## config.mk

```make
export PLATFORM = sky130hd
export DESIGN_NAME = stream_matcher
export DESIGN_NICKNAME = d
export VERILOG_FILES = /design/src/rtl/stream_matcher.sv
export SDC_FILE = /design/constraint.sdc
export NUM_CORES = 1
export LEC_CHECK = 0
export BUFFER_PORTS_ARGS = -buffer_cell sky130_fd_sc_hd__clkbuf_2
export CAP_MARGIN = 10
export CORE_ASPECT_RATIO = 0.5
export CORE_MARGIN = 5
export CORE_UTILIZATION = 28
export CTS_CLUSTER_DIAMETER = 150
export DETAILED_ROUTE_END_ITERATION = 16
export PLACE_DENSITY_LB_ADDON = 0.2
export REMOVE_ABC_BUFFERS = 1
export SLEW_MARGIN = 20
export SYNTH_ARGS = -nofsm -noshare
export SYNTH_HDL_FRONTEND = slang
export SYNTH_SLANG_ARGS = --single-unit
```

## constraint.sdc

```tcl
create_clock -name sclk -period 2.2 [get_ports sclk]
set_input_delay 0.11 -clock sclk [delete_from_list [all_inputs] [get_ports sclk]]
set_output_delay 0.11 -clock sclk [all_outputs]
set_load 0.01 [all_outputs]
```

## src/rtl/stream_matcher.sv

```systemverilog
// Byte-stream pattern matcher: compares each newly accepted 8-byte window against a
// masked 8-character pattern and reports a match pulse plus a sticky flag and count.
module stream_matcher #(
  parameter bit SATURATE = 1'b1,
  parameter bit OVERLAP  = 1'b1
) (
  input  logic        sclk,
  input  logic        rst_n,
  input  logic        s_axis_tvalid,
  input  logic [7:0]  s_axis_tdata,
  input  logic [63:0] characters,
  input  logic [63:0] masks,
  input  logic        clear,
  output logic        match,
  output logic [7:0]  result
);

  localparam int DATA_W = 8;
  localparam int STAGES = 8;

  logic [DATA_W-1:0] hist_q [STAGES];
  logic [DATA_W-1:0] hist_d [STAGES];
  logic [STAGES-1:0] hv_q, hv_d;
  logic              eval_q, eval_d;
  logic              match_q, match_d;
  logic [6:0]        count_q, count_d;
  logic              sticky_q, sticky_d;

  logic [STAGES-1:0] slot_hit;
  logic              window_hit;
  logic              fire;
  logic [STAGES-1:0] hv_base;

  function automatic logic [6:0] count_inc(input logic [6:0] c);
    if (c == 7'h7F) begin
      return SATURATE ? 7'h7F : 7'h00;
    end
    return c + 7'd1;
  endfunction

  // Slot compare: an all-zero mask is a don't-care slot, valid or not.
  always_comb begin
    slot_hit = '0;
    for (int k = 0; k < STAGES; k++) begin
      slot_hit[k] = (masks[8*k +: 8] == 8'h00) ||
                    (hv_q[k] && (((hist_q[k] ^ characters[8*k +: 8]) & masks[8*k +: 8]) == 8'h00));
    end
    window_hit = &slot_hit;
  end

  assign fire = eval_q && window_hit;

  always_comb begin
    for (int k = 0; k < STAGES; k++) begin
      hist_d[k] = hist_q[k];
    end
    hv_base  = hv_q;
    hv_d     = hv_q;
    eval_d   = 1'b0;
    match_d  = 1'b0;
    count_d  = count_q;
    sticky_d = sticky_q;
    if (clear) begin
      hv_d     = '0;
      count_d  = '0;
      sticky_d = 1'b0;
    end else begin
      if (fire) begin
        match_d  = 1'b1;
        count_d  = count_inc(count_q);
        sticky_d = 1'b1;
        if (!OVERLAP) begin
          hv_base = '0;
        end
      end
      hv_d = hv_base;
      if (s_axis_tvalid) begin
        for (int k = 0; k < STAGES - 1; k++) begin
          hist_d[k] = hist_q[k+1];
        end
        hist_d[STAGES-1] = s_axis_tdata;
        hv_d   = {1'b1, hv_base[STAGES-1:1]};
        eval_d = 1'b1;
      end
    end
  end

  always_ff @(posedge sclk or negedge rst_n) begin
    if (!rst_n) begin
      for (int k = 0; k < STAGES; k++) begin
        hist_q[k] <= '0;
      end
      hv_q     <= '0;
      eval_q   <= 1'b0;
      match_q  <= 1'b0;
      count_q  <= '0;
      sticky_q <= 1'b0;
    end else begin
      for (int k = 0; k < STAGES; k++) begin
        hist_q[k] <= hist_d[k];
      end
      hv_q     <= hv_d;
      eval_q   <= eval_d;
      match_q  <= match_d;
      count_q  <= count_d;
      sticky_q <= sticky_d;
    end
  end

  assign match  = match_q;
  assign result = {sticky_q, count_q};

endmodule
```

==> results of run 1 <==
[worst max-delay path by stage]
stage,startpoint,slack (ns),cells after the start,end
finish,hist_q[7]$_DFFE_PN0P_,0.09,6,count_q[5]$_DFFE_PN0P_
global route,hist_q[63]$_DFFE_PN0P_,0.02,7,count_q[5]$_DFFE_PN0P_
CTS,hist_q[7]$_DFFE_PN0P_,0.0007,6,count_q[5]$_DFFE_PN0P_
detailed placement,hist_q[7]$_DFFE_PN0P_,0.007,6,count_q[5]$_DFFE_PN0P_
global placement,hist_q[7]$_DFFE_PN0P_,-0.002,6,count_q[5]$_DFFE_PN0P_
floorplan,clear,-1.38,2,hist_q[0]$_DFFE_PN0P_
[worst reg2reg max path, cell delays in order (launching register included)]
cell      delay, ns
dfrtp_1        0.38
xor2_1         0.17
a222oi_1       0.44
a22o_1         0.30
and4_4         0.28
nand2_4        0.07
o311a_1        0.35
[where the power goes]
group          internal, mW  switching, mW  total [mW]
registers              1.98          0.480        2.46
clock network          1.01          0.563        1.57
logic                 0.750          0.437        1.19
[layout make-up]
class	instances	share of cell area [%]
clock buffers	11	4.350
clock inverters	3	1.166
inverters	2	0.1345
multi-input cells	248	37.98
flip-flops and latches	82	36.77
well taps	198	4.439
repair buffers	157	15.16
[layer usage]
metal  wire (um)  global-route usage (%)  vias to the layer above
li1            -                       -                     1609
met1        5507                   18.08                     1603
met2        5370                   20.42                       96
met3         755                   3.515                        9
met4          97                   3.748                        0
met5           0                       0                        -
[per-stage QoR]
| step | instance area [um^2] | hold slack (ns) |
|---|---|---|
| after floorplan | 4168 | -0.1856 |
| after global placement | 5221 | 0.1813 |
| after detailed placement | 5221 | 0.1813 |
| after CTS | 5569 | 0.004536 |
| after global routing | 5580 | 0.01107 |
| final | 5580 | 0.01481 |
[flip-flops by register name, summed over array words and instances (netlist names)]
name and flops:
match 1, count_q 7, sticky_q 1, eval_q 1, hist_q 64, hv_base 8
[logic make-up after synthesis]
logic type | count (synthesis) | synth area share (%)
XOR/XNOR | 64 | 13.20
adder cells (fa/ha/maj) | 1 | 0.2945
multiplexers | 71 | 18.62
AND/OR/NAND/NOR | 69 | 9.161
AO/OA/AOI/OAI | 43 | 8.366
buffers and inverters | 14 | 2.062
flip-flops | 82 | 48.31
[synth_stat cells]
cell | n | area share (%)
nand2_4 | 1 | 0.27
o311a_1 | 2 | 0.47
buf_4 | 1 | 0.18
a22oi_1 | 16 | 2.8
nor2b_1 | 1 | 0.15
a22o_1 | 7 | 1.4
buf_2 | 6 | 0.71
a31o_2 | 1 | 0.21
a31oi_1 | 3 | 0.44
nand2_1 | 10 | 0.88
buf_6 | 1 | 0.27
inv_1 | 2 | 0.18
buf_12 | 1 | 0.47
a21oi_1 | 2 | 0.24
a21o_2 | 1 | 0.21
and4_1 | 9 | 1.9
o221a_2 | 1 | 0.27
nor4_1 | 15 | 2.2
xor2_1 | 64 | 13
nor3_1 | 7 | 0.82
nand4b_1 | 1 | 0.21
nor2_1 | 13 | 1.1
nand4_1 | 3 | 0.44
nand3_1 | 5 | 0.59
buf_1 | 1 | 0.088
a222oi_1 | 8 | 1.9
and3_1 | 4 | 0.59
mux2i_1 | 7 | 1.6
dfrtp_1 | 82 | 48
clkbuf_1 | 2 | 0.18
ha_1 | 1 | 0.29
o21ai_2 | 1 | 0.21
mux2_2 | 64 | 17
a211oi_1 | 1 | 0.18
[timing repair]
action | 4_1_cts | 5_1_grt
hold buffers | 4 | 0
setup endpoints to repair | 0 | 5
endpoints found under the hold margin | 85 | 0
buffers inserted | 0 | 1
resized for setup | 0 | 3
==> run summary, run 1 <==
The data arrival time of the critical path is 2.33 ns, and the static leakage power is 2.685 nW. Detailed routing inserted a total of 3317 vias. Entering global routing, the biggest net connects 83 pins. The cell family contributing the most delay on the critical path is compound AO/OA/AOI/OAI gates. The tools report the peak supply drop as 0.0003525 V. Total number of yosys warnings: 0.

The floorplan step set the die height to 97.10 um. The class of the most critical hold timing path was primary input to flip-flop. The clock drives 82 sinks.

From left edge to right edge, the die measures 184.2 um. The clock tree buffer depth is 2. In this run, distinct cell masters in the synthesized netlist total 34.

For the antenna diode count, the log shows 0. The tools report the startpoint of the worst register-to-register path as hist_q[7]$_DFFE_PN0P_. From synthesis to final layout, the design area changed by 31.37%. In this run, synthesis produced a sequential element count of 82. For the via count of the first global-routing pass, the log shows 3538.

The run gives 28.97% as the initial core utilization. For the number of antenna violations at the first check in global routing, the log shows 0. The worst pin sits at a relative slew slack of 69.79%. STA classifies the critical path startpoint as a flip-flop.

The worst setup path is captured at a flip-flop. Clock slew at the register clock pins of the worst setup and hold paths: 0.06 ns. The run gives 13.16% as the aggregate global-route resource usage.

The share of post-route cells with drive strength above 1 works out to 47.32%. For the first-pass iteration count of the detailed router, the log shows 4. The number of cells traversed by the worst hold path was 2; the register area was 0.002052 mm^2. Post-synthesis area per instance: 12.35 um^2. For the count of non-filler cells in the finished layout, the log shows 701. In this run, placement finished with an instance count of 682. The deepest level of the CTS H-tree was 3; the total area of multi-input combinational cells was 0.002120 mm^2. In this run the critical register-to-register path is captured at count_q[5]$_DFFE_PN0P_.

Count of standard-cell rows: 31. The top cell types in the final layout, fill and taps aside, are clkbuf_2, dfrtp_1, xor2_1, mux2_2, a22oi_1. Setup repair after global routing left no endpoint under its margin. The library cell used most frequently in the layout, excluding fill and tap cells, is clkbuf_2. Dividing the detail-routed via count by the number of cells gives 4.732. At the worst endpoint, the required time is 2.42 ns.

The first global-routing pass estimated 18.60 mm of wire. For the post-layout total power, the log shows 5.217 mW. The tree is rooted in a clkbuf_16.

For the global route total overflow, the log shows 0. The final hold violation count is 0, and the end-of-flow core utilization is 38.06%. The total negative slack came out at 0 ns. The run finished with clean final reports. The run gives 344 as the number of instances in the synthesized netlist. Port buffering added 148 buffers.

Among all stages on the critical path, the largest delay is contributed by a222oi_1. For the count of final max-slew check failures, the log shows 0. The critical path in this run is classified as flip-flop to flip-flop. The worst hold path terminates at hist_q[5]$_DFFE_PN0P_.

The fraction of the yosys area taken by sequential cells was 48.31%; the number of clock buffers inserted by TritonCTS was 9. The I/O pin total is 149. The actual transition at the worst max-transition pin is 0.4532 ns.

At the end of the flow, the number of nets in the layout was 641. The run gives 0.008325 ns as the worst clock skew. On the worst path, the slowest cell contributes a delay of 0.44 ns.

The layout has 1499 filler cells. The post-place setup slack was 0.007067 ns; the minimum period implied by the final worst setup slack was 2.111 ns. The detailed-route wire length per cell is 16.73 um, and the final clock period utilization by the worst path is 95.97%. The total area inside the core boundary comes to 0.01466 mm^2. Together, buffers and inverters on the worst path number 0. The setup slack after layout is 0.08876 ns, and the power density normalized to cell area is 934.9 mW/mm^2. The maximum fanout along the worst path was 4; the area of the die was 0.01788 mm^2. The placed wire-length estimate was 9.277 mm.

Clock latency on the worst-skew pair, taken at its later pin, is 0.33 ns. For this block, the initial DRC count from the detailed router was 122. After synthesis the cells add up to 0.004248 mm^2.

In this run the remaining antenna-violating nets after routing total 0. Highest attainable clock frequency: 473.7 MHz. The worst hold path begins at s_axis_tdata[5]. For the flop-to-flop setup slack, the log shows 0.09 ns.

For the post-route DRC violation count, the log shows 0. Setup violations remaining at the end of the flow were counted as 0. The number of maximum-capacitance violations is 0, and the number of cells traversed by the worst register-to-register path is 6. The logs give 0.8767 for the final weighted congestion in routability-driven placement and 11.73 mm for the final wirelength. The signal on the critical path passes through xor2_1 -> a222oi_1 -> a22o_1 -> and4_4 -> nand2_4 -> o311a_1.

TritonCTS built the clock tree.
No activity file was read; power rests on OpenSTA's default activity.
==> inputs of run 2 (changes only) <==
--- a/config.mk
+++ b/config.mk
@@ -12,7 +12,7 @@
 export CORE_UTILIZATION = 28
 export CTS_CLUSTER_DIAMETER = 150
 export DETAILED_ROUTE_END_ITERATION = 16
-export PLACE_DENSITY_LB_ADDON = 0.2
+export PLACE_DENSITY = 0.47
 export REMOVE_ABC_BUFFERS = 1
 export SLEW_MARGIN = 20
 export SYNTH_ARGS = -nofsm -noshare
==> run 2 against run 1 <==
Fmax is 0.30% higher. First-iteration DRC count is 22% higher. Global-route usage rose by 0.16 points. Combinational power increased by 3%. Hold slack better by 0.0016 ns. Clock-buffer cell count is 2 higher. Core utilization is 0.27 points higher. Clock power about the same. Critical path depth increased by 1. Critical path type unchanged. Sequential cell count did not move. Sequential power is essentially flat.
==> run summary, run 2 (synthesized netlist as in run 1, its figures left out) <==
The flow ran to the end, and the final reports show no timing, DRC or antenna violations. The post-CTS setup buffer count was 0 (unchanged). The layout-stage area growth over the synthesis result is 32.31%. The power density normalized to cell area was 929.9 mW/mm^2 (-0.54%); the deepest level of the CTS H-tree was 3 (unchanged).

The register with the most flip-flops in the final layout is hist_q. The number of flip-flops in the largest register was 64 (unchanged). The run gives 0 (unchanged) as the number of maximum-capacitance violations. Flop-to-flop setup slack: 0.1 ns (about the same).

The residual antenna-violating net count after detailed routing was 0 (unchanged). The cell at the root of the clock tree is clkbuf_16. The logs give 0.09515 ns (+0.006395 ns) for the setup slack after layout and 0 (unchanged) for the final hold violation count. The post-layout net count came out at 647 (+0.94%). For the placed wire-length estimate, the log shows 9.444 mm (+1.8%).

The met1 usage in global routing was 18.29% (+0.21 points). The maximum fanout along the worst path was 7 (+3); the count of standard-cell rows was 31 (unchanged). Via density per instance: 4.702 (-0.62%). The clock network latency to the later pin of the worst-skew pair came out at 0.34 ns (about the same). The run gives 20.70% (+0.28 points) as the global-route met2 utilization. For the overall via count from detail_route, the log shows 3334 (+0.51%). The critical path's slowest cell is dfrtp_1.

The met3 usage in global routing is 3.777% (+0.26 points), and the minimum period implied by the final worst setup slack is 2.105 ns (-0.006395 ns). Walking the worst path, the cells encountered are xor2_1 -> a222oi_1 -> a22o_1 -> and4_2 -> buf_4 -> a21oi_1 -> a211oi_1. The run gives 0.01788 mm^2 (unchanged) as the area of the die.

For the clock tree buffer depth, the log shows 2 (unchanged). The tools report the pin count of the biggest net entering global routing as 49 (-41%). For the initial core utilization, the log shows 28.97% (unchanged). The worst setup path is of the flip-flop to flip-flop kind.

For the post-route cell area, the log shows 0.005620 mm^2 (+0.72%). The clock slew at the register clock pins of the worst setup and hold paths works out to 0.06 ns (about the same). TritonCTS built the clock tree. Tightest slew margin relative to the limit: 56.34% (-13 points). Setup repair after global routing left no endpoint under its margin. The final wirelength came out at 11.92 mm (+1.6%). The quantity of I/O buffers inserted on ports is 148 (unchanged), and the peak supply drop is 0.0003395 V (-3.7%). Class of the most critical hold timing path: primary input to flip-flop. The instance area after placement was 0.005231 mm^2 (+0.19%).

The detailed-route wire length per cell works out to 16.81 um (+0.46%). The number of sinks driven by the clock tree was 82 (unchanged). For the total negative slack, the log shows 0 ns (unchanged).

The count of endpoints failing setup in the final report is 0 (unchanged), and the wire length of the first global-routing pass is 18.71 mm (+0.59%). Leaving out fill and tap cells, the most frequent cell in the layout is clkbuf_2. The actual transition at the worst max-transition pin is 0.6550 ns (+0.2018 ns), and the worst clock skew is 0.007619 ns (-0.0007061 ns). The data required time of the critical path is 2.45 ns (+0.03 ns).

STA classifies the critical path startpoint as a flip-flop. The die extent in y is 97.10 um (unchanged), and the post-route DRC violation count is 0 (unchanged). The share of post-route cells with drive strength above 1 is 47.06% (-0.26 points). The number of antenna violations at the first check in global routing was 1 (+1). The logs give 9 (unchanged) for the number of clock buffers inserted by TritonCTS and 2.707 nW (+0.80%) for the static leakage power. Floorplan core area: 0.01466 mm^2 (unchanged). The I/O pin total was 149 (unchanged). The global route total overflow was 0 (unchanged); the final clock period utilization by the worst path was 95.67% (-0.29 points). The die width is 184.2 um (unchanged), and the aggregate global-route resource usage is 13.32% (+0.16 points). The DRC violation total after the first TritonRoute iteration came out at 149 (+22%).

Post-place setup slack: 0.08801 ns (+0.08094 ns). The top cell types in the final layout, fill and taps aside, are clkbuf_2, dfrtp_1, xor2_1, mux2_2, a22oi_1. The run gives 0 (unchanged) as the count of final max-slew check failures. STA classifies the critical path endpoint as a flip-flop. Most crowded layer after global routing: met2.

For the data arrival time of the critical path, the log shows 2.35 ns (+0.02 ns). The highest attainable clock frequency was 475.1 MHz (+0.30%); the first-pass iteration count of the detailed router was 4 (unchanged). The end-of-flow core utilization came out at 38.33% (+0.27 points). The final weighted congestion in routability-driven placement was 0.8486 (-3.2%).

The via count of the first global-routing pass is 3611 (+2.1%), and the delay of the slowest cell on the worst path is 0.41 ns (-0.03 ns).
==> run 2: routing by layer <==
layer | up-vias | routed length, um
li1 | 1611 | -
met1 | 1627 | 5707
met4 | 2 | 131
met2 | 81 | 5411
met5 | - | 11
met3 | 13 | 657
==> run 2: layout make-up <==
cell class | instances | area [um^2]
antenna | 1 | 2.502
clock buffer | 13 | 270.3
clock inverter | 2 | 35.03
fill | 1493 | 9041
inverter | 2 | 7.507
multi-input combinational | 248 | 2117
sequential | 82 | 2052
tap | 198 | 247.7
timing repair buffer | 163 | 888.4
==> run 2: worst paths after layout <==
kind                                             from                endpoint  cells after the start
worst max-delay path            hist_q[7]$_DFFE_PN0P_  count_q[0]$_DFFE_PN0P_                      7
worst max register to register  hist_q[7]$_DFFE_PN0P_  count_q[0]$_DFFE_PN0P_                      7
worst min register to register   sticky_q$_DFFE_PN0P_    sticky_q$_DFFE_PN0P_                      2
worst min-delay path                  s_axis_tdata[0]   hist_q[0]$_DFFE_PN0P_                      2
max in group asynchronous                       rst_n  hist_q[45]$_DFFE_PN0P_                      3
min in group asynchronous                       rst_n   hist_q[5]$_DFFE_PN0P_                      2
==> run 2: repair_timing <==
action | CTS | global route
hold buffers | 8 | 0
endpoints found under the hold margin | 54 | 0
setup endpoints to repair | 0 | 2
resized for setup | 0 | 1
==> run 2: report_power, final <==
| part | leakage, nW | total [mW] | switching [mW] | internal (mW) |
|---|---|---|---|---|
| combinational | 1.54 | 1.23 | 0.465 | 0.761 |
| clock | 0.152 | 1.56 | 0.594 | 0.965 |
| sequential | 1.02 | 2.44 | 0.465 | 1.98 |
| total | 2.71 | 5.23 | 1.52 | 3.70 |
==> run 2: critical path, delay by kind of cell, from the launching register on <==
kind / cells / cell delay, ns
AO/OA/AOI/OAI: 4 / 0.95
flip-flops: 1 / 0.41
AND/OR/NAND/NOR: 1 / 0.30
XOR/XNOR: 1 / 0.17
buffers and inverters: 1 / 0.17
==> run 2: stage by stage <==
| stage | hold WS (ns) | total power, mW | instances |
|---|---|---|---|
| 2_1_floorplan | -0.1856 | 3.175 | 332 |
| 3_3_place_gp | 0.1899 | 3.683 | 685 |
| 3_5_place_dp | 0.1885 | 3.705 | 685 |
| 4_1_cts | 0.004163 | 5.306 | 708 |
| 5_1_grt | 0.009302 | 5.551 | 708 |
| 6_report | 0.01639 | 5.226 | 709 |
